--- src/rtl/paillier_arb_pkg.sv ---
// paillier_arb_pkg: shared arbiter FSM states and default bank geometry
package paillier_arb_pkg;
    localparam int K_DEF = 128;
    localparam int N_DEF = 32;
    typedef enum logic [1:0] {IDLE, START, RUN, DONE} state_e;
endpackage

--- src/rtl/shift_engine_arbiter_if.sv ---
// shift_engine_arbiter_if: requester handshake, engine port and bank port bundle
interface shift_engine_arbiter_if #(
    parameter int K = 128,
    parameter int N = 32,
    parameter int R = 4,
    parameter int ADDR_W = $clog2(N),
    parameter int RID_W = $clog2(R)
);
    logic [R-1:0]     req;
    logic [R-1:0]     done;
    logic             busy;
    logic [RID_W-1:0] grant_id;
    logic             eng_start;
    logic             eng_end;
    logic [ADDR_W-1:0] eng_rd_addr;
    logic [K-1:0]     eng_rd_data;
    logic [ADDR_W-1:0] eng_wr_addr;
    logic [K-1:0]     eng_wr_data;
    logic             eng_wr_en;
    logic [ADDR_W-1:0] bank_rd_addr;
    logic [R*K-1:0]   bank_rd_data;
    logic [ADDR_W-1:0] bank_wr_addr;
    logic [K-1:0]     bank_wr_data;
    logic [R-1:0]     bank_wr_en;
    modport master (
        input  req, eng_end, eng_rd_addr, eng_wr_addr, eng_wr_data, eng_wr_en, bank_rd_data,
        output done, busy, grant_id, eng_start, eng_rd_data, bank_rd_addr, bank_wr_addr,
               bank_wr_data, bank_wr_en
    );
    modport slave (
        output req, eng_end, eng_rd_addr, eng_wr_addr, eng_wr_data, eng_wr_en, bank_rd_data,
        input  done, busy, grant_id, eng_start, eng_rd_data, bank_rd_addr, bank_wr_addr,
               bank_wr_data, bank_wr_en
    );
endinterface

--- src/rtl/rr_pick.sv ---
// rr_pick: round-robin winner select; rotate by ptr, take lowest set bit, rotate back
module rr_pick #(
    parameter int R = 4,
    parameter int RID_W = $clog2(R)
) (
    input  logic [R-1:0]     req_i,
    input  logic [RID_W-1:0] ptr_i,
    output logic [RID_W-1:0] winner_o,
    output logic             valid_o
);
    logic [R-1:0]     rot;
    logic [RID_W-1:0] off;
    logic [RID_W:0]   sum;
    always_comb begin
        rot = R'({req_i, req_i} >> ptr_i);
        off = '0;
        for (int i = R - 1; i >= 0; i--)
            if (rot[i]) off = RID_W'(i);
        sum = {1'b0, ptr_i} + {1'b0, off};
        winner_o = sum >= (RID_W+1)'(R) ? RID_W'(sum - (RID_W+1)'(R)) : RID_W'(sum);
        valid_o = |req_i;
    end
endmodule

--- src/rtl/shift_engine_arbiter.sv ---
// shift_engine_arbiter: time-shares one right-shift engine among R operand banks,
// routing the engine memory ports to the granted bank with no added latency.
module shift_engine_arbiter
    import paillier_arb_pkg::*;
#(
    parameter int K = K_DEF,
    parameter int R = 4,
    parameter int RID_W = $clog2(R)
) (
    input logic clk,
    input logic rst_n,
    shift_engine_arbiter_if.master bus
);
    state_e           state_q, state_d;
    logic [RID_W-1:0] ptr_q, ptr_d, grant_q, grant_d;
    logic [RID_W-1:0] winner;
    logic             valid;
    logic             wr_window;

    rr_pick #(.R(R), .RID_W(RID_W)) u_pick (
        .req_i(bus.req),
        .ptr_i(ptr_q),
        .winner_o(winner),
        .valid_o(valid)
    );

    always_ff @(posedge clk or negedge rst_n) begin
        if (!rst_n) begin
            state_q <= IDLE;
            ptr_q   <= '0;
            grant_q <= '0;
        end else begin
            state_q <= state_d;
            ptr_q   <= ptr_d;
            grant_q <= grant_d;
        end
    end

    // eng_end only matters in RUN; a stray or unknown value elsewhere is dropped
    always_comb begin
        state_d = state_q;
        ptr_d   = ptr_q;
        grant_d = grant_q;
        case (state_q)
            IDLE: if (valid) begin
                grant_d = winner;
                state_d = START;
            end
            START: state_d = RUN;
            RUN: if (bus.eng_end === 1'b1) state_d = DONE;
            DONE: begin
                ptr_d   = grant_q == RID_W'(R - 1) ? '0 : grant_q + 1'b1;
                state_d = IDLE;
            end
            default: state_d = IDLE;
        endcase
    end

    assign wr_window        = state_q == START || state_q == RUN;
    assign bus.busy         = state_q != IDLE;
    assign bus.eng_start    = state_q == START;
    assign bus.grant_id     = grant_q;
    assign bus.done         = state_q == DONE ? R'(1) << grant_q : '0;
    assign bus.bank_wr_en   = wr_window && bus.eng_wr_en ? R'(1) << grant_q : '0;
    assign bus.bank_rd_addr = bus.eng_rd_addr;
    assign bus.bank_wr_addr = bus.eng_wr_addr;
    assign bus.bank_wr_data = bus.eng_wr_data;
    assign bus.eng_rd_data  = bus.bank_rd_data[grant_q*K +: K];
endmodule

--- src/flat_wrapper.sv ---
// flat-port wrapper written by rule: the top's interface ports become plain ports
module shift_engine_arbiter_flat import paillier_arb_pkg::*;
#(
    parameter int K = K_DEF,
    parameter int R = 4,
    parameter int RID_W = $clog2(R)
)
  (clk, rst_n, bus_req, bus_eng_end, bus_eng_rd_addr, bus_eng_wr_addr, bus_eng_wr_data, bus_eng_wr_en, bus_bank_rd_data, bus_done, bus_busy, bus_grant_id, bus_eng_start, bus_eng_rd_data, bus_bank_rd_addr, bus_bank_wr_addr, bus_bank_wr_data, bus_bank_wr_en);
  shift_engine_arbiter_if #(.K(K), .N((32)), .R(R), .RID_W(RID_W)) bus_i ();
  input logic clk;
  input logic rst_n;
  input wire logic [$bits(bus_i.req)-1:0] bus_req;
  input wire logic [$bits(bus_i.eng_end)-1:0] bus_eng_end;
  input wire logic [$bits(bus_i.eng_rd_addr)-1:0] bus_eng_rd_addr;
  input wire logic [$bits(bus_i.eng_wr_addr)-1:0] bus_eng_wr_addr;
  input wire logic [$bits(bus_i.eng_wr_data)-1:0] bus_eng_wr_data;
  input wire logic [$bits(bus_i.eng_wr_en)-1:0] bus_eng_wr_en;
  input wire logic [$bits(bus_i.bank_rd_data)-1:0] bus_bank_rd_data;
  output wire logic [$bits(bus_i.done)-1:0] bus_done;
  output wire logic [$bits(bus_i.busy)-1:0] bus_busy;
  output wire logic [$bits(bus_i.grant_id)-1:0] bus_grant_id;
  output wire logic [$bits(bus_i.eng_start)-1:0] bus_eng_start;
  output wire logic [$bits(bus_i.eng_rd_data)-1:0] bus_eng_rd_data;
  output wire logic [$bits(bus_i.bank_rd_addr)-1:0] bus_bank_rd_addr;
  output wire logic [$bits(bus_i.bank_wr_addr)-1:0] bus_bank_wr_addr;
  output wire logic [$bits(bus_i.bank_wr_data)-1:0] bus_bank_wr_data;
  output wire logic [$bits(bus_i.bank_wr_en)-1:0] bus_bank_wr_en;
  assign bus_i.req = bus_req;
  assign bus_i.eng_end = bus_eng_end;
  assign bus_i.eng_rd_addr = bus_eng_rd_addr;
  assign bus_i.eng_wr_addr = bus_eng_wr_addr;
  assign bus_i.eng_wr_data = bus_eng_wr_data;
  assign bus_i.eng_wr_en = bus_eng_wr_en;
  assign bus_i.bank_rd_data = bus_bank_rd_data;
  assign bus_done = bus_i.done;
  assign bus_busy = bus_i.busy;
  assign bus_grant_id = bus_i.grant_id;
  assign bus_eng_start = bus_i.eng_start;
  assign bus_eng_rd_data = bus_i.eng_rd_data;
  assign bus_bank_rd_addr = bus_i.bank_rd_addr;
  assign bus_bank_wr_addr = bus_i.bank_wr_addr;
  assign bus_bank_wr_data = bus_i.bank_wr_data;
  assign bus_bank_wr_en = bus_i.bank_wr_en;
  shift_engine_arbiter #(.K(K), .R(R), .RID_W(RID_W)) u_core (.clk(clk), .rst_n(rst_n), .bus(bus_i));
endmodule
--- config.mk ---
export PLATFORM = sky130hd
export DESIGN_NAME = shift_engine_arbiter_flat
export DESIGN_NICKNAME = d
export VERILOG_FILES = /design/src/rtl/paillier_arb_pkg.sv /design/src/rtl/shift_engine_arbiter_if.sv /design/src/rtl/rr_pick.sv /design/src/rtl/shift_engine_arbiter.sv /design/src/flat_wrapper.sv
export SDC_FILE = /design/constraint.sdc
export NUM_CORES = 1
export LEC_CHECK = 0
export ABC_AREA = 1
export BUFFER_PORTS_ARGS = -buffer_cell sky130_fd_sc_hd__buf_2
export CAP_MARGIN = 5
export CORE_AREA = 2 2 368 370
export DETAILED_ROUTE_END_ITERATION = 8
export DIE_AREA = 0 0 370 372
export SLEW_MARGIN = 20
export SYNTH_ARGS = -nofsm -noshare
export SYNTH_HDL_FRONTEND = slang
export SYNTH_SLANG_ARGS = --single-unit
--- constraint.sdc ---
create_clock -name clk -period 2.8 [get_ports clk]
set_input_delay 0.56 -clock clk [delete_from_list [all_inputs] [get_ports clk]]
set_output_delay 0.56 -clock clk [all_outputs]
set_load 0.01 [all_outputs]
==> results of run 1 <==
## routing by layer
layer,GRT usage [%],up-vias,wire (um)
li1,-,4133,-
met1,12.6,4375,32500
met2,15.7,806,32700
met3,4.19,118,8570
met4,1.67,44,1630
met5,0.699,-,394
## registers in the layout (all words and copies together) (netlist names)
register / flops
u_core.bus.grant_id: 2
u_core.ptr_q: 2
u_core.state_q: 2
## cell type report
class	instances	area (um^2)
Inverter	19	88.8
Antenna cell	18	45.0
Clock buffer	4	78.8
Timing Repair Buffer	692	3780
Multi-Input combinational cell	706	3860
Tap cell	1781	2230
Fill cell	15978	124000
Sequential cell	6	158
## power by group through the flow
stage	Sequential, mW	Clock (mW)	Combinational (mW)
final	0.224	0.258	10.2
after detailed placement	0.221	0	10.0
after CTS	0.239	0.266	10.4
after global placement	0.217	0	10.0
after floorplan	0.192	0	4.55
after global routing	0.235	0.266	11.1
## cells in the mapped netlist (all sizes together)
cell type	number
a21oi	1
a21boi	1
o21ai	261
ha	10
o22ai	129
nand3	12
nor2	265
buf	174
nand2	26
xnor2	1
clkbuf	48
dfrtp	6
inv	19
## what timing repair did
action                                  CTS  global route
setup buffers                             0             4
gates resized for setup                  34             5
pin swaps                                 1             2
endpoints found under the setup margin   27            15
gates cloned                              1             2
## logic make-up (layout without fill, tap and decap cells)
group / count (synthesis) / after routing
AOI/OAI and AO/OA: 392 / 392
and+or+nand+nor: 303 / 303
buffers and inverters: 241 / 715
adders and majority gates: 10 / 10
DFF: 6 / 6
xor gates and xnor gates: 1 / 1
other: 0 / 18
## path summary, 6_finish.rpt
path / start / to / slack [ns]
max: u_core.bus.grant_id[0] / bus_eng_rd_data[122] / -0.008
min: rst_n / u_core.state_q[1] / 0.15
max reg2reg: u_core.ptr_q[0] / u_core.bus.grant_id[1] / 1.03
min reg2reg: u_core.state_q[0] / u_core.state_q[0] / 0.56
max in group asynchronous: rst_n / u_core.bus.grant_id[1] / 2.46
min in group clk: u_core.state_q[0] / u_core.state_q[0] / 0.56
## metrics by stage
step                util (%)  area [um^2]  std cells  worst slack [ns]
floorplan                  -         5340        953             0.930
global placement        7.28         9780       3197           -0.0831
detailed placement      7.28         9780       3197           -0.0878
CTS                     7.52        10100       3202           -0.0704
global route            7.61        10200       3218            0.0130
finish                  7.63        10200       3226          -0.00792
## worst max-delay path, cell delays in order (launching register included)
cell and delay, ns:
sky130_fd_sc_hd__dfrtp_4 0.51, sky130_fd_sc_hd__buf_4 0.17, sky130_fd_sc_hd__buf_16 0.18, sky130_fd_sc_hd__o21ai_0 0.68
sky130_fd_sc_hd__o22ai_2 0.22, sky130_fd_sc_hd__buf_2 0.19
==> results, run 1 <==
- The post-synthesis compound-gate area fraction is 44.5%.
- In the final timing run, aggregate negative setup slack is -0.00792 ns.
- Leaving out fill and tap cells, the most frequent cell in the layout is sky130_fd_sc_hd__buf_2.
- The power spent charging and discharging nets is 7.21 mW.
- The run finished, with violations left.
- The kind of launch point of the worst setup path is a flop.
- Clock-pin slew was measured on the worst setup and hold paths at 0.04 ns.
- Synthesis produced 953 cells.
- The placer congestion estimate is 0.841.
- For this design the ratio of total power to cell area is 1040 nW/um^2.
- The type of the worst min-delay path is in2async.
- Static timing analysis puts the maximum clock frequency at 356 MHz.
- The total die area is 138,000 um^2.
- The number of buffers on the longest clock path is 2.
- Of the total power, the share spent switching nets is 67.6%.
- The number of synthesized register bits is 6.
- For this block, the via count after detailed routing is 9,476.
- The clock drives 6 sinks.
- The later pin in the worst-skew pair is clocked with a latency of 0.24 ns.
- The detailed-route wire length is 75,800 um.
- The number of search-and-repair iterations in the first detailed-routing pass is 5.
- The path depth of the worst reg2reg path is 12.
- The count of cell types in the netlist is 19.
- By area the synthesized netlist is led by sky130_fd_sc_hd__o21ai_0 (24%), sky130_fd_sc_hd__buf_4 (20%), sky130_fd_sc_hd__nor2_1 (19%).
- In the final layout, the share of cells above drive strength 1 is 53.7%.
- The average instance area after synthesis is 5.61 um^2.
- Of the total synthesized cell area, the portion taken by XOR and XNOR cells is 0.164%.
- Of the synthesized area, sequential elements account for 2.81%.
- The count of final max-slew check failures is 0.
- The mux cell area share after synthesis is 0%.
- From bottom edge to top edge, the die measures 372 um.
- The number of antenna violations at the first check in global routing is 65.
- The number of maximum-capacitance violations is 0.
- The synthesized netlist devotes 21.6% of its cell area to simple gates.
- For this run, the post-layout net count is 2,096.
- The number of hold violations in the final report is 0.
- For this block, the initial DRC count from the detailed router was 574.
- The arithmetic-cell share of the synthesized area counting full adders, half adders and majority gates is 2.34%.
- The clock share of power is 2.4%.
- The library cells used most frequently in the layout, excluding fill and tap cells, are sky130_fd_sc_hd__buf_2 (657), sky130_fd_sc_hd__nor2_1 (264), sky130_fd_sc_hd__o21ai_0 (256), sky130_fd_sc_hd__o22ai_1 (64), sky130_fd_sc_hd__o22ai_2 (60).
- Once routing completed, OpenROAD measured the worst setup slack at -0.00792 ns.
- Per report_power, the combinational group accounts for 95.5% of the total.
- The cell type with the largest total area after synthesis is sky130_fd_sc_hd__o21ai_0.
- The TritonCTS clock tree is yes.
- The final reports fail on negative setup slack.
- The floorplan step set the die width to 370 um.
- The clock buffer count from CTS is 3.
- After detailed routing, the average wire length per cell comes to 23.5 um.
- Headroom to the max-slew limit came out at 47.3%.
- After synthesis, the largest family of logic cells by area is compound AO/OA/AOI/OAI gates.
- The transition time at the pin with the least slew margin is 0.782 ns.
- The number of hold buffers added after CTS was 0.
- The clock root buffer is sky130_fd_sc_hd__clkbuf_16.
- The wire length of the first global-routing pass is 89,000 um.
- Dividing the detail-routed via count by the number of cells gives 2.94.
- Power comes to 10.7 mW.
- Across the routed clock network, the largest skew measured is 0.00797 ns.
- The floorplan core area is 134,000 um^2.
- The standard-cell row count is 135.
- The internal power of the cells totals 3.45 mW.
- For this run the aggregate overflow at the end of global routing stands at 0.
- The remaining antenna violation count is 0.
- Of all nets on the critical path, the largest fanout is 49.
- After synthesis the cells add up to 5340 um^2.
- The number of remaining DRC errors is 0.
- Of the available clock period, the critical path in the final layout requires 100%.
- In this run the number of H-tree levels came out at 1.
- The capturing element type of the critical path is a primary output.
- At the worst endpoint, the arrival time is 2.25 ns.
- The worst setup path is of the reg2out kind.
- The synthesis-to-layout area growth is 91.7%.
- The peak supply drop is 0.000370 V.
- In this run the tool buffered the top-level ports with 659 buffer cells.
- At the worst endpoint, the required time is 2.24 ns.
- The routed design could run at a clock period as short as 2.81 ns.
- Setup repair after global routing left no endpoint under its margin.
- The count of boundary I/O pins is 936.
- The proportion of netlist area held by the largest area contributor is 24.3%.
- The power share of the sequential group is 2.1%.
- Final hold analysis gives a worst-case slack of 0.154 ns.
- Entering global routing, the biggest net connects 114 pins.
- The overall fraction of global-route tracks in use is 9.95%.
- The count of yosys warnings during synthesis is 0.
- Summed over all cells, the static leakage comes to 4.45 nW.
- After legalization and detailed placement, the total HPWL measured 65,900 um.
- Once the floorplan was initialized, standard cells occupied 3.98% of the core.
- The via count of the first global-routing pass is 8,860.
- Setup violations remaining at the end of the flow were counted as 1.
- The number of nets in the synthesized netlist is 1,621.
(Power assumes the default switching activity.)
==> inputs of run 2 (changes only) <==
--- a/config.mk
+++ b/config.mk
@@ -6,11 +6,11 @@
 export NUM_CORES = 1
 export LEC_CHECK = 0
 export ABC_AREA = 1
-export BUFFER_PORTS_ARGS = -buffer_cell sky130_fd_sc_hd__buf_2
 export CAP_MARGIN = 5
-export CORE_AREA = 2 2 368 370
+export CORE_AREA = 2 2 370 372
 export DETAILED_ROUTE_END_ITERATION = 8
-export DIE_AREA = 0 0 370 372
+export DIE_AREA = 0 0 372 374
+export DONT_BUFFER_PORTS = 1
 export SLEW_MARGIN = 20
 export SYNTH_ARGS = -nofsm -noshare
 export SYNTH_HDL_FRONTEND = slang
==> results, run 2 (synthesized netlist as in run 1, its figures left out) <==
- The flow ran to the end, and the final reports show no timing, DRC or antenna violations.
- Using the TritonRoute via totals, the vias-per-cell ratio works out to 2.85.
- The die extent in y is 374 um.
- The via count of the first global-routing pass was 7,065.
- The overall overflow remaining after global route is 0.
- The cell sitting at the root of the clock tree is a sky130_fd_sc_hd__clkbuf_16.
- The library cell used most frequently in the layout, excluding fill and tap cells, is sky130_fd_sc_hd__nor2_1.
- The type of the worst setup path is reg2out.
- Summed over all nets, the half-perimeter wirelength after detailed placement is 69,300 um.
- The count of final max-slew check failures came to 0.
- At the worst endpoint, the required time is 2.24 ns.
- After floorplanning, the core was sized to cover 135,000 um^2.
- In the routed design, unresolved DRC markers number 0.
- The die covers 139,000 um^2.
- The placer congestion estimate is 0.972.
- The starting density of the core is 3.96%.
- Setup violations remaining at the end of the flow were counted as 0.
- The post-route cell area is 8130 um^2.
- The routed length per instance is 28.0 um.
- The number of cells on the worst reg-to-reg path is 12.
- The overall fraction of global-route tracks in use is 10.1%.
- The routed length on met1 is 31,200 um.
- In the layout the commonest cells are sky130_fd_sc_hd__nor2_1 (263), sky130_fd_sc_hd__o21ai_0 (257), sky130_fd_sc_hd__buf_4 (91), sky130_fd_sc_hd__o22ai_1 (85), sky130_fd_sc_hd__buf_12 (55).
- The later pin in the worst-skew pair is clocked with a latency of 0.23 ns.
- At the end of the flow the core is filled with cells to 6.02%.
- STA classifies the critical path startpoint as a flop.
- The cell total after placement is 2,658.
- The CTS sink count is 6.
- The pin count of the biggest net entering global routing is 84.
- Along the worst path, the maximum fanout reaches 83.
- The leakage component of the power is 2.48 nW.
- The transition time at the pin with the least slew margin is 0.611 ns.
- The number of nets at the end of the flow is 1,550.
- The worst path uses 97.6% of the clock period.
- Setup repair after global routing left no endpoint under its margin.
- Headroom to the max-slew limit came out at 58.8%.
- The number of hold violations in the final report is 0.
- In this design, the stage delay of the slowest critical-path cell is 0.63 ns.
- Max-cap violations in this run came to 0.
- The wire length of the first global-routing pass is 87,100 um.
- For this design the ratio of total power to cell area is 1400 nW/um^2.
- The top achievable clock speed is 366 MHz.
- The number of antenna violations at the first check in global routing came to 85.
- The slowest stage of the critical path belongs to the cell sky130_fd_sc_hd__dfrtp_4.
- The standard-cell row count is 135.
- Data on the critical path arrives at its endpoint at 2.17 ns.
- The detailed-route wire length is 75,800 um.
- The type of the worst min-delay path is in2async.
- TritonCTS built the clock tree.
- The worst setup path is captured at a primary output.
- 936 I/O pins were placed.
- Compared with the post-synthesis result, the final layout area differs by 52.1%.
- The peak supply drop is 0.000521 V.
- The critical path goes through inv_8 > buf_12 > o21ai_0 > o22ai_2 > buf_12.
- The post-layout instance count excluding filler cells is 2,702.
- The fraction of final layout cells with drive strength greater than 1 is 22.7%.
- The number of levels in the clock H-tree is 1.
- Input and output buffers added on the ports amount to 0.
- Clock-pin slew was measured on the worst setup and hold paths at 0.04 ns.
- Counting I/O delays and the setup requirement, the final critical path takes 2.73 ns.
- After detailed routing, no signal wire sits above met5.
- For this design, the CTS-stage hold fixing added 0 buffers.
- The total negative slack for setup checks is 0 ns.
- The remaining antenna violation count is 0.
- The routed layout has 7,697 vias.
- The most common cell type on the critical path is sky130_fd_sc_hd__buf_12.
- The number of buffers on the longest clock path is 2.
- The first TritonRoute pass finished after 5 iterations.
- The area after detailed placement is 7920 um^2.
- The detailed route wirelength on metal3 is 9370 um.
- The met2 wirelength from detailed routing is 31,400 um.
- The die width is 372 um.
- For this block, the initial DRC count from the detailed router was 608.
- The clock skew is 0.00371 ns.
- The clock buffer count from CTS is 3.
-- run 2: changes by cell type in the layout (fill, tap and decap cells not counted), sizes merged --
| cell | delta |
|---|---|
| buf | -543 |
| bufbuf | -1 |
| clkbuf | -2 |
| clkinv | -1 |
| diode | +22 |
| inv | +1 |
-- run 2: what timing repair did --
action                                  CTS  global route
pin swaps                                 0             0
resized for setup                         5             4
endpoints found under the setup margin    4             4
buffers inserted                          0             0
-- run 2: power by group --
| part | total, mW | internal (mW) | switching [mW] | leakage (nW) |
|---|---|---|---|---|
| combinational | 10.9 | 4.00 | 6.88 | 2.37 |
| sequential | 0.279 | 0.141 | 0.138 | 0.0704 |
| clock | 0.238 | 0.189 | 0.0490 | 0.0384 |
| total | 11.4 | 4.33 | 7.07 | 2.48 |
-- run 2: stage by stage --
stage	setup slack [ns]	hold slack (ns)	total power [mW]
6_report	0.0675	0.0272	11.4
5_1_grt	0.00576	0.0191	12.4
4_1_cts	0.0247	0.0244	11.9
3_5_place_dp	0.134	0.265	11.6
3_3_place_gp	0.120	0.265	11.5
2_1_floorplan	0.930	0.264	4.75
-- run 2: final timing paths --
check | from | to | slack (ns)
max reg2reg | u_core.ptr_q[0] | u_core.bus.grant_id[1] | 1.04
max in group asynchronous | rst_n | u_core.bus.grant_id[1] | 2.69
min in group clk | u_core.state_q[0] | u_core.state_q[0] | 0.57
min reg2reg | u_core.state_q[0] | u_core.state_q[0] | 0.57
min | rst_n | u_core.bus.grant_id[0] | 0.03
max | u_core.bus.grant_id[0] | bus_eng_rd_data[67] | 0.07
-- run 2: cell type report --
class	instances	area (um^2)
antenna	40	100
clock buffer	4	78.8
fill	16005	127000
inverter	19	83.8
multi-input combinational	706	3700
sequential	6	158
tap	1781	2230
timing repair buffer	146	1780
-- run 2: layer usage --
layer	up-vias	track usage (%)
met1	3578	12.2
li1	3063	-
met2	813	15.0
met3	197	4.80
met5	-	0
met4	46	4.26
-- run 2: critical path, delay by kind of cell (launching register included) --
| family | cells | cell delay [ns] |
|---|---|---|
| AOI/OAI and AO/OA | 2 | 0.70 |
| DFF | 1 | 0.63 |
| buffers and inverters | 3 | 0.52 |
==> inputs of run 3 (changes only) <==
--- a/config.mk
+++ b/config.mk
@@ -7,9 +7,9 @@
 export LEC_CHECK = 0
 export ABC_AREA = 1
 export CAP_MARGIN = 5
-export CORE_AREA = 2 2 370 372
+export CORE_AREA = 5 5 360 362
 export DETAILED_ROUTE_END_ITERATION = 8
-export DIE_AREA = 0 0 372 374
+export DIE_AREA = 0 0 365 367
 export DONT_BUFFER_PORTS = 1
 export SLEW_MARGIN = 20
 export SYNTH_ARGS = -nofsm -noshare
==> results, run 3 (synthesized netlist as in run 1, its figures left out) <==
- In this run the count of I/O pins placed on the die edge is 936.
- The sequential standard cell area is 158 um^2.
- Setup repair after global routing left no endpoint under its margin.
- Entering global routing, the biggest net connects 69 pins.
- Global routing used 10.6% of the available tracks across all layers.
- After layout, the minimum clock period comes to 2.75 ns.
- Setup violations remaining at the end of the flow were counted as 0.
- The count of final max-slew check failures came to 0.
- The worst slew margin relative to its limit is 54.1%.
- For the pin with the worst max-slew slack, the measured transition is 0.686 ns.
- The kind of cell adding the most delay to the critical path is compound AO/OA/AOI/OAI gates.
- Buffers placed on the I/O ports in this run total 0.
- The topmost layer with routed signal wires is met5.
- The power spent charging and discharging nets is 6.89 mW.
- TritonCTS built the clock tree.
- The number of levels in the clock H-tree is 1.
- Measured along the x axis, the die boundary spans 365 um.
- Excluding fillers, the count of instances in the completed layout stands at 2,577.
- The minimum setup slack in the final design is 0.0502 ns.
- The cell that appears most often on the critical path is sky130_fd_sc_hd__buf_4.
- The longest clock path from root to sink contains 2 buffers.
- The leakage component of the power is 2.39 nW.
- The total die area is 134,000 um^2.
- The number of hold violations in the final report came to 0.
- The starting density of the core is 4.23%.
- The multi-input combinational cells in the finished layout cover a total of 3670 um^2.
- In the final routing, the length of wire on met1 measures 32,800 um.
- The via count normalized by instance count is 2.93.
- The clock share of power is 2.2%.
- The overall overflow remaining after global route is 0.
- Data arrives at the worst endpoint at 2.19 ns.
- The standard-cell row count is 131.
- The critical path goes through inv_8 > buf_4 > o21ai_1 > o22ai_1 > buf_4.
- Summed over all nets, wire length on met2 after detailed routing comes to 32,500 um.
- After detailed routing, the total wire length is 77,300 um.
- The worst setup path is launched from a flop.
- After detailed routing, the average wire length per cell comes to 30.0 um.
- Summing all non-filler instances in the final layout gives an area of 7750 um^2.
- The detailed route wirelength on metal3 is 9390 um.
- The sum of buffers and inverters on the critical path is 3.
- The library cells used most frequently in the layout, excluding fill and tap cells, are sky130_fd_sc_hd__nor2_1 (265), sky130_fd_sc_hd__o21ai_0 (257), sky130_fd_sc_hd__buf_4 (105), sky130_fd_sc_hd__o22ai_1 (87), sky130_fd_sc_hd__o22ai_2 (42).
- Measured in cells, the most critical reg-to-reg path has a length of 12.
- The clock root buffer is sky130_fd_sc_hd__clkbuf_16.
- In this run the register-to-register setup slack is 1.04 ns.
- The required time reported for the critical path endpoint is 2.24 ns.
- The fraction of final layout cells with drive strength greater than 1 is 22.0%.
- In this run, post-CTS repair resized a total of 3 instances.
- The via count of the first global-routing pass came to 7,314.
- Cell internal power was estimated by the tool at 4.01 mW.
- Total power for the finished layout comes to 10.9 mW.
- The capturing element type of the critical path is a primary output.
- The most common cell after layout, fill and taps aside is sky130_fd_sc_hd__nor2_1.
- Dividing total power by cell area gives a power density of 1410 nW/um^2.
- The total negative slack for setup checks is 0 ns.
- The slowest cell on the critical path is sky130_fd_sc_hd__dfrtp_4.
- The power share of the sequential group is 2.4%.
- The wire-length estimate of the detail-placed layout is 70,900 um.
- The part of the total power dissipated in combinational logic is 95.4%.
- For this run, the share of the core covered by cells in the final layout is 6.13%.
- The synthesis-to-layout area growth is 45.0%.
- VDD sags by at most 0.000605 V.
- The wire length of the first global-routing pass is 90,100 um.
- The top achievable clock speed is 364 MHz.
- Once detail routing completed, the nets flagged for antenna violations numbered 0.
- Counting the fill cells in the layout gives 14,976.
- The critical path is of the reg2out type.
- In the final design database the tool counted 1,549 nets.
- The number of placed instances, taps included, is 2,538.
- The number of setup buffers added after CTS is 0.
- On the worst path, the slowest cell contributes a delay of 0.63 ns.
- The number of antenna violations at the first check in global routing is 74.
- Clock tree synthesis inserted a total of 3 buffers.
- The floorplan core area is 126,000 um^2.
- The CTS sink count is 6.
- Across the run, the number of max-cap violations was 0.
- The later pin in the worst-skew pair is clocked with a latency of 0.23 ns.
- The die is 367 um tall.
- The flow ran to the end, and the final reports show no timing, DRC or antenna violations.
- The first detailed-routing pass took 5 iterations.
- The switching fraction of total power is 63.2%.
- Timing analysis after detailed placement gives a worst setup slack of 0.0669 ns.
- Clock-pin slew was measured on the worst setup and hold paths at 0.04 ns.
- After the first detailed-routing iteration, the DRC count stood at 481.
- The clock skew is 0.00237 ns.
- Hold repair after CTS inserted 0 buffers.
- Counting buffers and inverters, the worst setup path is 5 cells deep.
- After layout, the worst path uses 98.2% of the clock period.
- The routed layout has 7,550 vias.
- Final hold analysis gives a worst-case slack of 0.0250 ns.
- The area after detailed placement is 7580 um^2.
- The number of remaining DRC errors is 0.
- The worst hold path belongs to the class in2async.
- Of all nets on the critical path, the largest fanout is 15.
- The placer congestion estimate is 0.925.
-- run 3: final cells by class --
class | instances | area share, %
tap | 1662 | 26.8
multi-input combinational | 706 | 47.4
clock buffer | 4 | 1.02
antenna | 35 | 1.13
sequential | 6 | 2.03
timing repair buffer | 145 | 20.5
inverter | 19 | 1.08
-- run 3: per-layer routing --
layer  track usage, %  vias up
met3             4.36      165
met4             2.76       42
met1             13.7     3495
li1                 -     3058
met2             16.4      790
met5                0        -
-- run 3: final timing paths --
kind,from,to
max,u_core.bus.grant_id[0],bus_eng_rd_data[94]
min in group clk,u_core.state_q[0],u_core.state_q[0]
max reg2reg,u_core.ptr_q[0],u_core.bus.grant_id[1]
min,rst_n,u_core.ptr_q[0]
max in group asynchronous,rst_n,u_core.bus.grant_id[1]
min reg2reg,u_core.state_q[0],u_core.state_q[0]
-- run 3: power groups by stage --
stage / clock, mW / sequential, mW / combinational, mW
floorplan: 0 / 0.192 / 4.55
global placement: 0 / 0.259 / 10.8
detailed placement: 0 / 0.268 / 11.0
CTS: 0.243 / 0.269 / 11.0
global route: 0.251 / 0.281 / 11.4
finish: 0.241 / 0.263 / 10.4
